### config.mk
export PLATFORM = sky130hd
export DESIGN_NAME = des_batch_scheduler_flat
export DESIGN_NICKNAME = d
export VERILOG_FILES = /design/src/rtl/des_batch_scheduler_if.sv /design/src/rtl/des_batch_scheduler.sv /design/src/flat_wrapper.sv
export SDC_FILE = /design/constraint.sdc
export NUM_CORES = 1
export LEC_CHECK = 0
export BUFFER_PORTS_ARGS = -buffer_cell sky130_fd_sc_hd__buf_2
export CAP_MARGIN = 20
export CORE_MARGIN = 10
export CORE_UTILIZATION = 30
export DETAILED_ROUTE_END_ITERATION = 16
export HOLD_SLACK_MARGIN = 0.12
export PLACE_DENSITY = 0.46
export SYNTH_ARGS = -nofsm -noshare
export SYNTH_HDL_FRONTEND = slang
export SYNTH_SLANG_ARGS = --single-unit
### constraint.sdc
create_clock -name clk -period 14.6 [get_ports clk]
set_clock_uncertainty 0.1 [all_clocks]
set_input_delay 0.73 -clock clk [delete_from_list [all_inputs] [get_ports clk]]
set_output_delay 0.73 -clock clk [all_outputs]
set_load 0.1 [all_outputs]
### src/rtl/des_batch_scheduler_if.sv
// Job issue and result return channel between the batch scheduler (master)
// and the DES core (slave).
interface des_batch_scheduler_if #(
  parameter int DATA_W = 64,
  parameter int ADDR_W = 3
);
  logic              core_valid;
  logic              core_ready;
  logic [DATA_W-1:0] core_key;
  logic [DATA_W-1:0] core_msg;
  logic              core_mode;
  logic [ADDR_W-1:0] core_tag;
  logic              res_valid;
  logic [ADDR_W-1:0] res_tag;
  logic [DATA_W-1:0] res_data;

  modport master (
    output core_valid, core_key, core_msg, core_mode, core_tag,
    input  core_ready, res_valid, res_tag, res_data
  );

  modport slave (
    input  core_valid, core_key, core_msg, core_mode, core_tag,
    output core_ready, res_valid, res_tag, res_data
  );
endinterface

### src/rtl/des_batch_scheduler.sv
// Batch front-end for the DES core: holds up to DEPTH jobs, issues them in index
// order over valid/ready and collects tagged results that may return in any order.
module des_batch_scheduler #(
  parameter int DATA_W = 64,
  parameter int DEPTH  = 8,
  parameter int ADDR_W = $clog2(DEPTH)
) (
  input  logic                  clk,
  input  logic                  rst,
  input  logic                  wr_en,
  input  logic [ADDR_W-1:0]     wr_addr,
  input  logic [DATA_W-1:0]     wr_key,
  input  logic [DATA_W-1:0]     wr_msg,
  input  logic                  wr_mode,
  input  logic                  start,
  input  logic [ADDR_W:0]       count,
  des_batch_scheduler_if.master bus,
  input  logic [ADDR_W-1:0]     rd_addr,
  output logic [DATA_W-1:0]     rd_data,
  output logic                  rd_hit,
  output logic                  busy,
  output logic                  done,
  output logic                  err
);

  typedef enum logic [1:0] {IDLE, ISSUE, DRAIN, DONE} state_t;

  localparam logic [ADDR_W:0] DEPTH_C = (ADDR_W+1)'(DEPTH);
  localparam logic [ADDR_W:0] ONE_C   = (ADDR_W+1)'(1);

  state_t            state;
  state_t            state_nxt;

  logic [DATA_W-1:0] key_mem [DEPTH];
  logic [DATA_W-1:0] msg_mem [DEPTH];
  logic              mode_mem [DEPTH];
  logic [DATA_W-1:0] res_mem [DEPTH];
  logic [DEPTH-1:0]  res_vld;

  logic [ADDR_W:0]   issue_idx;
  logic [ADDR_W:0]   rx_cnt;
  logic [ADDR_W:0]   rx_nxt;
  logic [ADDR_W:0]   cnt_reg;
  logic              err_r;

  logic              start_ok;
  logic              start_bad;
  logic              issue_fire;
  logic              res_open;
  logic              res_ok;
  logic              res_bad;
  logic [ADDR_W-1:0] issue_slot;

  logic [DATA_W-1:0] rd_data_p1;
  logic              rd_hit_p1;

  assign issue_slot = issue_idx[ADDR_W-1:0];

  always_ff @(posedge clk or posedge rst) begin
    if (rst) state <= IDLE;
    else     state <= state_nxt;
  end

  always_comb begin
    state_nxt  = state;
    start_ok   = 1'b0;
    start_bad  = 1'b0;
    issue_fire = 1'b0;
    res_ok     = 1'b0;
    res_bad    = 1'b0;
    res_open   = (state == ISSUE) || (state == DRAIN);

    // A result is accepted once per slot and only for slots inside this batch.
    if (res_open && bus.res_valid) begin
      if (({1'b0, bus.res_tag} < cnt_reg) && !res_vld[bus.res_tag]) res_ok  = 1'b1;
      else                                                           res_bad = 1'b1;
    end
    rx_nxt = rx_cnt + {{ADDR_W{1'b0}}, res_ok};

    case (state)
      IDLE: begin
        if (start) begin
          if ((count != '0) && (count <= DEPTH_C)) begin
            start_ok  = 1'b1;
            state_nxt = ISSUE;
          end else begin
            start_bad = 1'b1;
          end
        end
      end
      ISSUE: begin
        issue_fire = bus.core_ready;
        if (rx_nxt == cnt_reg)                               state_nxt = DONE;
        else if (issue_fire && (issue_idx == cnt_reg - ONE_C)) state_nxt = DRAIN;
      end
      DRAIN: begin
        if (rx_nxt == cnt_reg) state_nxt = DONE;
      end
      DONE:    state_nxt = IDLE;
      default: state_nxt = IDLE;
    endcase
  end

  always_ff @(posedge clk or posedge rst) begin
    if (rst) begin
      issue_idx <= '0;
      rx_cnt    <= '0;
      cnt_reg   <= '0;
      res_vld   <= '0;
      err_r     <= 1'b0;
    end else if (start_ok) begin
      issue_idx <= '0;
      rx_cnt    <= '0;
      cnt_reg   <= count;
      res_vld   <= '0;
      err_r     <= 1'b0;
    end else begin
      if (issue_fire) issue_idx <= issue_idx + ONE_C;
      rx_cnt <= rx_nxt;
      if (res_ok) res_vld[bus.res_tag] <= 1'b1;
      if (start_bad || res_bad) err_r <= 1'b1;
    end
  end

  // Job and result storage carry no reset; their contents are only meaningful
  // behind the valid bits and the issue state.
  always_ff @(posedge clk) begin
    if ((state == IDLE) && wr_en) begin
      key_mem[wr_addr]  <= wr_key;
      msg_mem[wr_addr]  <= wr_msg;
      mode_mem[wr_addr] <= wr_mode;
    end
    if (res_ok) res_mem[bus.res_tag] <= bus.res_data;
  end

  // Read stage p1: registered result lookup, zero when the slot holds no result.
  always_ff @(posedge clk or posedge rst) begin
    if (rst) begin
      rd_data_p1 <= '0;
      rd_hit_p1  <= 1'b0;
    end else begin
      rd_data_p1 <= res_vld[rd_addr] ? res_mem[rd_addr] : '0;
      rd_hit_p1  <= res_vld[rd_addr];
    end
  end

  assign bus.core_valid = (state == ISSUE);
  assign bus.core_key   = bus.core_valid ? key_mem[issue_slot]  : '0;
  assign bus.core_msg   = bus.core_valid ? msg_mem[issue_slot]  : '0;
  assign bus.core_mode  = bus.core_valid ? mode_mem[issue_slot] : 1'b0;
  assign bus.core_tag   = bus.core_valid ? issue_slot           : '0;

  assign rd_data = rd_data_p1;
  assign rd_hit  = rd_hit_p1;
  assign busy    = (state != IDLE);
  assign done    = (state == DONE);
  assign err     = err_r;

endmodule

### src/flat_wrapper.sv
// flat-port wrapper written by rule: the top's interface ports become plain ports
module des_batch_scheduler_flat 
#(
  parameter int DATA_W = 64,
  parameter int DEPTH  = 8,
  parameter int ADDR_W = $clog2(DEPTH)
)
  (clk, rst, wr_en, wr_addr, wr_key, wr_msg, wr_mode, start, count, rd_addr, rd_data, rd_hit, busy, done, err, bus_core_valid, bus_core_key, bus_core_msg, bus_core_mode, bus_core_tag, bus_core_ready, bus_res_valid, bus_res_tag, bus_res_data);
  des_batch_scheduler_if #(.DATA_W(DATA_W), .ADDR_W(ADDR_W)) bus_i ();
  input  logic clk;
  input  logic rst;
  input  logic wr_en;
  input  logic [ADDR_W-1:0] wr_addr;
  input  logic [DATA_W-1:0] wr_key;
  input  logic [DATA_W-1:0] wr_msg;
  input  logic wr_mode;
  input  logic start;
  input  logic [ADDR_W:0] count;
  input  logic [ADDR_W-1:0] rd_addr;
  output logic [DATA_W-1:0] rd_data;
  output logic rd_hit;
  output logic busy;
  output logic done;
  output logic err;
  output wire logic [$bits(bus_i.core_valid)-1:0] bus_core_valid;
  output wire logic [$bits(bus_i.core_key)-1:0] bus_core_key;
  output wire logic [$bits(bus_i.core_msg)-1:0] bus_core_msg;
  output wire logic [$bits(bus_i.core_mode)-1:0] bus_core_mode;
  output wire logic [$bits(bus_i.core_tag)-1:0] bus_core_tag;
  input wire logic [$bits(bus_i.core_ready)-1:0] bus_core_ready;
  input wire logic [$bits(bus_i.res_valid)-1:0] bus_res_valid;
  input wire logic [$bits(bus_i.res_tag)-1:0] bus_res_tag;
  input wire logic [$bits(bus_i.res_data)-1:0] bus_res_data;
  assign bus_core_valid = bus_i.core_valid;
  assign bus_core_key = bus_i.core_key;
  assign bus_core_msg = bus_i.core_msg;
  assign bus_core_mode = bus_i.core_mode;
  assign bus_core_tag = bus_i.core_tag;
  assign bus_i.core_ready = bus_core_ready;
  assign bus_i.res_valid = bus_res_valid;
  assign bus_i.res_tag = bus_res_tag;
  assign bus_i.res_data = bus_res_data;
  des_batch_scheduler #(.DATA_W(DATA_W), .DEPTH(DEPTH), .ADDR_W(ADDR_W)) u_core (.clk(clk), .rst(rst), .wr_en(wr_en), .wr_addr(wr_addr), .wr_key(wr_key), .wr_msg(wr_msg), .wr_mode(wr_mode), .start(start), .count(count), .bus(bus_i), .rd_addr(rd_addr), .rd_data(rd_data), .rd_hit(rd_hit), .busy(busy), .done(done), .err(err));
endmodule
==> parameters.txt <==
Parameter                              Value

Status
  Status    completed

Floorplanning
  Die X    474 um
  Placement row count    166
  Number of top-level design ports    413
  Core outline area    0.205 sq mm
  Die area    0.225 sq mm
  Die extent in y    474 um
  Initial core utilization    0.302

Logic synthesis
  Distinct cells, synth    41
  Top-count cell post-synth    edfxtp_1
  Instance count of the mapped netlist    2,674
  Synthesized area per cell    23.1 sq um
  Most numerous cell types in the synthesized netlist    1,544 x edfxtp_1, 390 x mux4_2, 194 x mux2i_1, 129 x nor2b_1, 88 x dfrtp_1
  Sequential area share after synthesis    0.785
  Synth Register Bits    1,632
  Share of flip-flops with an asynchronous set or reset after synthesis    0.0539
  Synthesized Nets    2,897
  Total standard cell area after synthesis    0.0618 sq mm
  Largest area contributor in the synthesized netlist    edfxtp_1
  Most common flop cell mapped by yosys    edfxtp_1
  Synthesis warning total    0
  Post-synth top area share    0.750
  Cell types with the largest area share after synthesis    edfxtp_1 75%, mux4_2 14%, dfrtp_1 3.6%
  Number of enable flip-flop cells after synthesis    1,544

Layout
  Total Nets Final    3,613
  Biggest regs    u_core.key_mem: 512 flops, u_core.msg_mem: 512 flops, u_core.res_mem: 512 flops
  Fraction of layout cells with a size suffix above 1    0.322
  Area growth from synthesis to layout    21.6%

Clock tree
  TritonCTS Sinks    1,632
  H-Tree Depth    4
  Setup Fix Bufs, Post-CTS    0
  Maximum number of buffers from clock root to sink    3
  CTS tree    yes
  Clock latency on the worst-skew pair    0.84 ns
  Number of buffers created by CTS    181
  Cell at the root of the clock tree    clkbuf_16
  Clock-pin slew of the registers on the worst-case setup and hold paths    0.06 ns

Placement
  Half-perimeter wire length after detailed placement    85,900 um
  Count of port buffers added during placement    412
  Final weighted congestion in routability-driven placement    0.689

Route
  Number of remaining DRC errors    0
  Drt first pass iters    5
  Detailed-route via count    29,100
  Final wirelength    156,000 um
  ANT nets after route    0
  Vias per std cell    4.67
  Average routed wire per standard cell    25.0 um
  1st-iter DRT viols    1,890

Worst setup path
  Reg2reg start    u_core.state[1]
  Class of the most critical setup path    reg -> out
  Worst-path maximum fanout    55
  Standard cell with the maximum stage delay on the critical path    dfrtp_4
  Worst Reg2Reg Path Length in Cells    7
  Crit end category    primary output
  Required time at the endpoint of the critical path    13.77 ns
  Cells along the critical path    buf_4 > buf_4 > buf_4 > mux4_2 > mux2i_1 > nor2b_1 > buf_2
  Setup crit start kind    register
  Crit path largest cell delay    0.89 ns
  Endpoint arrival time on the critical path    5.63 ns
  Dominant cell type by count on the critical path    buf_4
  Critical path origin    u_core.issue_idx[1]

STA
  Worst-margin pin slew    1.05 ns
  Relative max-transition margin    0.297
  Worst hold slack    0.272 ns
  RSZ-0062 raised after global routing    false
  Portion of the clock cycle consumed by the worst path in the final layout    0.442
  Setup violation total in the final timing report    0
  Hold violation total from the final report    0
  Fin. max-slew vios    0
  Post-layout min period    6.46 ns
  Highest achievable clock rate    155 MHz
  Summed negative setup slack over all endpoints    0 ns

Min path
  Hold Path Stages    3
  Min-delay worst type    in -> reg
  Worst Hold Launch    bus_res_tag[2]

GRT
  First-pass GRT wire length    228,000 um
  Vias in the first global route    31,900
  Overall Global Routing Usage    0.137
  Largest net degree at the start of global routing    99
  Number of antenna violations at the first check in global routing    28
  Overflow left after global routing    0

Run
  Max-cap violation count    0

Power
  Switching fraction of total power    0.345
  Comb power frac    0.277
  Switch Pwr    4.74 mW
  Leakage dissipation    24.7 nW
  Clock Power Share    0.321
  Total power density per cell area    183 mW/mm^2
  Sequential share of power    0.402
  Worst supply voltage drop on vdd    0.155 mV
  Internal power consumption    9.00 mW
## worst paths after layout
path,end,slack [ns]
min,u_core.res_vld[0],0.27
max in group asynchronous,u_core.rd_data[20],12.51
min in group asynchronous,u_core.issue_idx[2],0.53
max,bus_core_msg[56],8.14
max reg2reg,u_core.key_mem[2][58],10.12
min reg2reg,u_core.res_vld[5],0.46
## timing repair
action	in CTS	in global routing
endpoints found under the hold margin	1584	0
gates resized for setup	0	0
hold buffers	200	0
## kinds of logic (layout without fill, tap and decap cells)
| group | count (synthesis) | in the layout | share of synthesized area |
|---|---|---|---|
| AND/OR/NAND/NOR | 261 | 261 | 0.0224 |
| multiplexers | 586 | 586 | 0.174 |
| adder cells (fa/ha/maj) | 11 | 11 | 0.00223 |
| XOR/XNOR | 16 | 16 | 0.00251 |
| flip-flops | 1632 | 1632 | 0.785 |
| AO/OA/AOI/OAI | 24 | 24 | 0.00328 |
| buffers and inverters | 144 | 1012 | 0.0104 |
| other | 0 | 15 | 0 |
## power by group through the flow
stage / clock [mW] / sequential [mW] / combinational, mW
3_5_place_dp: 0 / 5.66 / 3.80
4_1_cts: 4.57 / 5.56 / 3.86
6_report: 4.42 / 5.53 / 3.80
2_1_floorplan: 0 / 5.92 / 2.62
5_1_grt: 4.77 / 5.55 / 4.03
3_3_place_gp: 0 / 5.66 / 3.79
## per-layer routing
| layer | global-route usage | part of all wire | vias up | routed length (um) |
|---|---|---|---|---|
| met1 | 0.182 | 0.44 | 15600 | 68600 |
| met5 | 0 | 0.00081 | - | 126 |
| met3 | 0.0350 | 0.055 | 243 | 8650 |
| met2 | 0.223 | 0.48 | 696 | 75300 |
| li1 | - | - | 12600 | - |
| met4 | 0.0371 | 0.023 | 24 | 3580 |
## per-stage QoR
step,cells,area [sq um],utilization,power (mW),setup slack (ns)
floorplan,2674,61800,-,8.55,3.97
global placement,5694,67300,0.329,9.45,8.87
detailed placement,5694,67300,0.329,9.46,8.83
CTS,6229,75100,0.367,14.0,7.93
global route,6242,75200,0.367,14.3,7.82
finish,6245,75200,0.367,13.7,8.14
## placed cells by master, fill, tap and decap left out, types with 5 or more instances in the layout
master,instances
edfxtp_1,1544
buf_2,409
mux4_2,390
dlygate4sd3_1,200
mux2i_1,193
clkbuf_16,181
nor2b_1,129
dfrtp_1,85
nor2_1,76
buf_4,52
clkbuf_1,48
clkinv_1,36
clkinv_2,28
diode_2,15
clkinv_16,13
nand2_1,12
xnor2_1,11
ha_1,10
nor3_2,8
o21a_1,8
bufinv_16,8
clkbuf_8,8
inv_1,7
nor3_1,6
nand3_1,6
nor2_4,6
and2_1,5
a21oi_1,5
inv_6,5
buf_12,5
## critical path, delay by kind of cell, from the launching register on
family / cells / cell delay [ns]
buffers and inverters: 4 / 2.88
flip-flops: 1 / 0.89
multiplexers: 2 / 0.42
AND/OR/NAND/NOR: 1 / 0.46
## area by class of cell
type                    instances  area [sq um]
repair buffers                669          4590
multi-input cells             898         12800
diodes                         15          37.5
inverters                       8          32.5
fillers                     18900        130000
flip-flops and latches       1632         48600
well taps                    2688          3360
clock inverters                98          1030
clock buffers                 237          4820
(Power assumes the default switching activity.)
